--- config.mk ---
export PLATFORM = sky130hd
export DESIGN_NAME = weight_loader_flat
export DESIGN_NICKNAME = d
export VERILOG_FILES = /design/src/rtl/weight_loader_if.sv /design/src/rtl/weight_loader.sv /design/src/flat_wrapper.sv
export SDC_FILE = /design/constraint.sdc
export NUM_CORES = 1
export LEC_CHECK = 0
export ABC_AREA = 1
export CAP_MARGIN = 20
export CORE_MARGIN = 2
export CORE_UTILIZATION = 35
export CTS_CLUSTER_SIZE = 28
export DETAILED_ROUTE_END_ITERATION = 8
export GPL_TIMING_DRIVEN = 0
export PLACE_DENSITY = 0.61
export SETUP_SLACK_MARGIN = 0.4
export SLEW_MARGIN = 25
export SYNTH_ARGS = -nofsm -noshare
export SYNTH_HDL_FRONTEND = slang
export SYNTH_SLANG_ARGS = --single-unit
--- constraint.sdc ---
create_clock -name clk -period 5.5 [get_ports clk]
set_input_delay 1.65 -clock clk [delete_from_list [all_inputs] [get_ports clk]]
set_output_delay 1.65 -clock clk [all_outputs]
set_load 0.02 [all_outputs]
--- src/rtl/weight_loader_if.sv ---
// Stream and array-side signals of the weight loader, bundled as one port.
// master: memory/sequencer side driving the request and weight stream.
// slave:  the loader itself.
interface weight_loader_if #(
    parameter int DATA_WIDTH = 16,
    parameter int COLS       = 2
);
    logic                         start;
    logic signed [DATA_WIDTH-1:0] w_data_in;
    logic                         w_valid_in;
    logic                         w_ready_out;
    logic [COLS*DATA_WIDTH-1:0]   wl_weight_out;
    logic [COLS-1:0]              wl_accept_w_out;
    logic                         wl_switch_out;
    logic                         busy;
    logic                         done;

    modport master (
        output start, w_data_in, w_valid_in,
        input  w_ready_out, wl_weight_out, wl_accept_w_out,
               wl_switch_out, busy, done
    );

    modport slave (
        input  start, w_data_in, w_valid_in,
        output w_ready_out, wl_weight_out, wl_accept_w_out,
               wl_switch_out, busy, done
    );
endinterface

--- src/rtl/weight_loader.sv ---
// Weight tile loader: buffers one ROWS x COLS tile from a valid/ready stream
// (row-major), then shifts it down the PE columns with a one-cycle skew per
// column, bottom row first, and finishes with a single swap pulse.
//
// state  | meaning
// -------+-----------------------------------------------------------
// IDLE   | waiting for start, no outputs active
// FILL   | accepting ROWS*COLS words into the tile buffer
// SHIFT  | ROWS+COLS-1 skewed cycles driving weights into the columns
// SWITCH | one cycle: swap pulse to the array, done pulse
module weight_loader #(
    parameter int DATA_WIDTH = 16,
    parameter int ROWS       = 2,
    parameter int COLS       = 2
) (
    input logic            clk,
    input logic            rst,
    weight_loader_if.slave wl
);
    localparam int NWORDS  = ROWS * COLS;
    localparam int NSHIFT  = ROWS + COLS - 1;
    localparam int CNT_MAX = (NWORDS > NSHIFT) ? NWORDS : NSHIFT;
    localparam int CNT_W   = $clog2(CNT_MAX + 1);

    typedef enum logic [1:0] {
        IDLE   = 2'd0,
        FILL   = 2'd1,
        SHIFT  = 2'd2,
        SWITCH = 2'd3
    } state_t;

    state_t                  state, state_nxt;
    logic [CNT_W-1:0]        cnt, cnt_nxt;
    logic                    accept;
    logic [DATA_WIDTH-1:0]   wbuf     [NWORDS];
    logic [DATA_WIDTH-1:0]   wbuf_nxt [NWORDS];
    logic [COLS*DATA_WIDTH-1:0] weight_q, weight_nxt;
    logic [COLS-1:0]         acc_q, acc_nxt;

    assign accept = (state == FILL) && wl.w_valid_in;

    // State and shared word/shift counter register.
    always_ff @(posedge clk or negedge rst) begin
        if (!rst) begin
            state <= IDLE;
            cnt   <= '0;
        end else begin
            state <= state_nxt;
            cnt   <= cnt_nxt;
        end
    end

    // Next-state logic; cnt is the word index in FILL and shift cycle t in SHIFT.
    always_comb begin
        state_nxt = state;
        cnt_nxt   = cnt;
        case (state)
            IDLE: begin
                if (wl.start) begin
                    state_nxt = FILL;
                    cnt_nxt   = '0;
                end
            end
            FILL: begin
                if (wl.w_valid_in) begin
                    if (cnt == CNT_W'(NWORDS - 1)) begin
                        state_nxt = SHIFT;
                        cnt_nxt   = '0;
                    end else begin
                        cnt_nxt = cnt + CNT_W'(1);
                    end
                end
            end
            SHIFT: begin
                if (cnt == CNT_W'(NSHIFT - 1)) begin
                    state_nxt = SWITCH;
                    cnt_nxt   = '0;
                end else begin
                    cnt_nxt = cnt + CNT_W'(1);
                end
            end
            SWITCH: begin
                state_nxt = IDLE;
                cnt_nxt   = '0;
            end
            default: begin
                state_nxt = IDLE;
                cnt_nxt   = '0;
            end
        endcase
    end

    // Buffer view including this cycle's write, so the first shift cycle can
    // already use the final word accepted on the same edge.
    always_comb begin
        for (int k = 0; k < NWORDS; k++) begin
            wbuf_nxt[k] = (accept && cnt == CNT_W'(k)) ? wl.w_data_in : wbuf[k];
        end
    end

    // Tile buffer, written only while filling.
    always_ff @(posedge clk or negedge rst) begin
        if (!rst) begin
            for (int k = 0; k < NWORDS; k++) wbuf[k] <= '0;
        end else begin
            for (int k = 0; k < NWORDS; k++) wbuf[k] <= wbuf_nxt[k];
        end
    end

    // Output decode one cycle ahead: column c at shift cycle t takes row
    // ROWS-1-(t-c), so it is active only while that row index is in range.
    always_comb begin
        weight_nxt = '0;
        acc_nxt    = '0;
        if (state_nxt == SHIFT) begin
            for (int c = 0; c < COLS; c++) begin
                for (int r = 0; r < ROWS; r++) begin
                    if (int'(cnt_nxt) == c + (ROWS - 1 - r)) begin
                        acc_nxt[c]                            = 1'b1;
                        weight_nxt[c*DATA_WIDTH +: DATA_WIDTH] = wbuf_nxt[r*COLS + c];
                    end
                end
            end
        end
    end

    // Registered column drive towards the array.
    always_ff @(posedge clk or negedge rst) begin
        if (!rst) begin
            weight_q <= '0;
            acc_q    <= '0;
        end else begin
            weight_q <= weight_nxt;
            acc_q    <= acc_nxt;
        end
    end

    assign wl.wl_weight_out   = weight_q;
    assign wl.wl_accept_w_out = acc_q;
    assign wl.w_ready_out     = (state == FILL);
    assign wl.busy            = (state != IDLE);
    assign wl.done            = (state == SWITCH);
    assign wl.wl_switch_out   = (state == SWITCH);
endmodule

--- src/flat_wrapper.sv ---
// flat-port wrapper written by rule: the top's interface ports become plain ports
module weight_loader_flat 
#(
    parameter int DATA_WIDTH = 16,
    parameter int ROWS       = 2,
    parameter int COLS       = 2
)
  (clk, rst, wl_start, wl_w_data_in, wl_w_valid_in, wl_w_ready_out, wl_wl_weight_out, wl_wl_accept_w_out, wl_wl_switch_out, wl_busy, wl_done);
  weight_loader_if #(.DATA_WIDTH(DATA_WIDTH), .COLS(COLS)) wl_i ();
  input logic clk;
  input logic rst;
  input wire logic [$bits(wl_i.start)-1:0] wl_start;
  input wire logic [$bits(wl_i.w_data_in)-1:0] wl_w_data_in;
  input wire logic [$bits(wl_i.w_valid_in)-1:0] wl_w_valid_in;
  output wire logic [$bits(wl_i.w_ready_out)-1:0] wl_w_ready_out;
  output wire logic [$bits(wl_i.wl_weight_out)-1:0] wl_wl_weight_out;
  output wire logic [$bits(wl_i.wl_accept_w_out)-1:0] wl_wl_accept_w_out;
  output wire logic [$bits(wl_i.wl_switch_out)-1:0] wl_wl_switch_out;
  output wire logic [$bits(wl_i.busy)-1:0] wl_busy;
  output wire logic [$bits(wl_i.done)-1:0] wl_done;
  assign wl_i.start = wl_start;
  assign wl_i.w_data_in = wl_w_data_in;
  assign wl_i.w_valid_in = wl_w_valid_in;
  assign wl_w_ready_out = wl_i.w_ready_out;
  assign wl_wl_weight_out = wl_i.wl_weight_out;
  assign wl_wl_accept_w_out = wl_i.wl_accept_w_out;
  assign wl_wl_switch_out = wl_i.wl_switch_out;
  assign wl_busy = wl_i.busy;
  assign wl_done = wl_i.done;
  weight_loader #(.DATA_WIDTH(DATA_WIDTH), .ROWS(ROWS), .COLS(COLS)) u_core (.clk(clk), .rst(rst), .wl(wl_i));
endmodule
==> impl_results.md <==
* Status: finished, final reports clean
* Vias/cell at 5.14
* DRT met1 WL at 5700 um
* Starting density of the core at 0.354
* Clk buf depth at 2
* Peak Freq at 277 MHz
* P&R area growth vs syn at 25.2%
* DR iter-0 viols at 237
* Post-synth cell types at 23
* CP endpoint kind: flop
* Placement Rows at 41
* First-pass GRT wire length at 19,100 um
* Placed cell count at 722
* Via Count at 3,791
* Met3 WL at 523 um
* Fin crit share at 0.657
* Pre-CTS WS at 1.55 ns
* Avg Cell Area, Syn at 8.96 um2
* Crit-path max FO at 10
* Final hold violation count at 0
* Post-route ant nets at 0
* Syn_nets at 518
* CP arrival at 3.86 ns
* Core area at 12,500 um2
* Largest net degree at the start of global routing at 55
* Multiplexer share of the synthesized area at 0
* Worst slew pin tran at 0.591 ns
* CTS buffer count at 9
* Clk_lat worst skew at 0.35 ns
* Filler cell count at 1,182
* CTS tree: done
* Vias in the first global route at 3,713
* Sequential area share after synthesis at 0.584
* Drt wl/cell at 16.3 um
* Seq cells post-synth at 103
* Final std cells w/o fill at 737
* Post-Syn Area at 4410 um2
* Power per cell area at 509 nW/um2
* Area of the multi-input gates at 1620 um2
* Grt ovf at 0
* Max_cap viols at 0
* H-Tree Depth at 3
* Synth Area in Simple Gates at 0.256
* Nets@finish at 587
* Setup Viol. Count Final at 0
* Initial antenna violation count at 0
* RSZ-0062 raised after global routing: false
* Die H at 116 um
* Ys Warns at 0
* Post-DP HPWL at 8360 um
* Share of cells above drive strength 1 at 0.0832
* # hold bufs at CTS at 0
* Worst hold path type: reg -> reg
* Main combinational cell family by area after synthesis: simple AND/OR/NAND/NOR gates
* Total track usage at 0.187
* Number of input and output port buffers inserted at 57
* CTS root buffer: clkbuf_16
* Post-CTS setup buffers at 0
* Die area at 13,500 um2
* Adder-cell share of the synthesized area at 0.0170
* DR pass1 iterations at 5
* Minimum clock period at 3.61 ns
* Final WL at 12,000 um
* Util after Layout at 0.443
* CTS resizes at 0
* Post-Syn Instances at 492
* CP Launch Type: input port
* Leakage at 2.54 nW
* Hold Path Cell Cnt at 2
* Xor/xnor cell area share of the yosys netlist at 0
* Die extent in x at 116 um
* Residual DRC at 0
* Clock Skews at 0.00977 ns
* Clk pin slew, worst setup/hold paths at 0.07 ns
* Top sig layer: met4
* # IOs at 58
* Final Max Slew Viols at 0
* Kind of critical path: in -> reg
* Compound-Gate Fraction of Synth Area at 0.0950
* Routed wl met2 at 5650 um
* Area of all sequential standard cells at 2580 um2
* Diode count at 0
* Crit path required time at 5.75 ns
* Total Power at 2.81 mW
* Cell depth of the worst flop-to-flop path at 9
* Final Wtd Congestion at 0.920
* Setup ws final at 1.89 ns
* CTS sink count at 103
* Maximum vdd drop at 0.185 mV
* Relative slew slack at 0.606
## cells by family after synthesis
group / Yosys count
flip-flops: 103
AO/OA/AOI/OAI: 83
buffers and inverters: 48
adder cells (fa/ha/maj): 6
AND/OR/NAND/NOR: 252
## placed cells by master, fill, tap and decap left out, types with 6 or more instances in the layout
cell type        count
clkdlybuf4s50_1     56
nand4_1             32
o21ai_1              6
nand3_1             44
clkbuf_1            14
a21oi_1             33
dfrtp_1            103
o21ai_0             43
inv_1               11
clkbuf_16            9
buf_2               13
ha_1                 6
nor2_1               7
nand2_1            160
## layout make-up
| cell class | instances | share of cell area |
|---|---|---|
| inverter | 15 | 0.0102 |
| timing repair buffer | 58 | 0.109 |
| buffer | 33 | 0.0276 |
| sequential | 103 | 0.467 |
| clock inverter | 5 | 0.0104 |
| multi-input combinational | 341 | 0.294 |
| clock buffer | 10 | 0.0433 |
| tap | 172 | 0.0390 |
## synthesized netlist by cell type, drive strengths merged
library cell / instances / area (um2)
o21ai: 50 / 254
nand2: 160 / 601
nand4: 33 / 213
clkbuf: 15 / 57.6
inv: 15 / 56.3
dfrtp: 103 / 2580
nand3: 47 / 250
ha: 6 / 75.1
buf: 18 / 95.1
nor2: 9 / 38.8
or2: 1 / 6.26
nor3: 2 / 21.3
a21oi: 33 / 165
## sequential cells by signal (all words and copies together), names as in the netlist
register,count
u_core.state,2
u_core.cnt,3
u_core.wl.wl_accept_w_out,2
u_core.wbuf,64
u_core.wl.wl_weight_out,32
## critical path: stages
cell	delay, ns
clkdlybuf4s50_1	0.56
nand2_1	0.14
nor3_4	0.32
inv_2	0.18
o21ai_2	0.12
nand4_2	0.24
clkbuf_1	0.36
a21oi_1	0.28
## power by group
part | leakage, nW | switching (mW) | internal, mW
Combinational | 1.05 | 0.791 | 0.303
Sequential | 1.35 | 0.0754 | 0.994
Clock | 0.149 | 0.281 | 0.364
Total | 2.54 | 1.15 | 1.66
## worst paths after layout
check	startpoint	to	slack (ns)
max	wl_w_valid_in	u_core.wl.wl_weight_out[16]	1.89
min	u_core.wbuf[11]	u_core.wbuf[11]	0.47
min in group asynchronous	rst	u_core.wbuf[41]	1.24
max in group asynchronous	rst	u_core.wbuf[17]	3.64
min reg2reg	u_core.wbuf[11]	u_core.wbuf[11]	0.47
max reg2reg	u_core.cnt[0]	u_core.wl.wl_weight_out[1]	2.89
## per-layer routing
metal / track usage / vias to the layer above
met1: 0.257 / 1869
met5: 0 / -
li1: - / 1790
met2: 0.298 / 116
met4: 0.0643 / 0
met3: 0.0348 / 16
## metrics by stage
stage / hold WS, ns / cell area, um2 / setup TNS, ns
6_report: 0.472 / 5520 / 0
5_1_grt: 0.489 / 5520 / 0
4_1_cts: 0.473 / 5520 / 0
3_5_place_dp: 0.456 / 5230 / 0
3_3_place_gp: 0.450 / 5200 / -106.68
2_1_floorplan: 0.439 / 4410 / 0
Power figures use the tool's default switching activity.
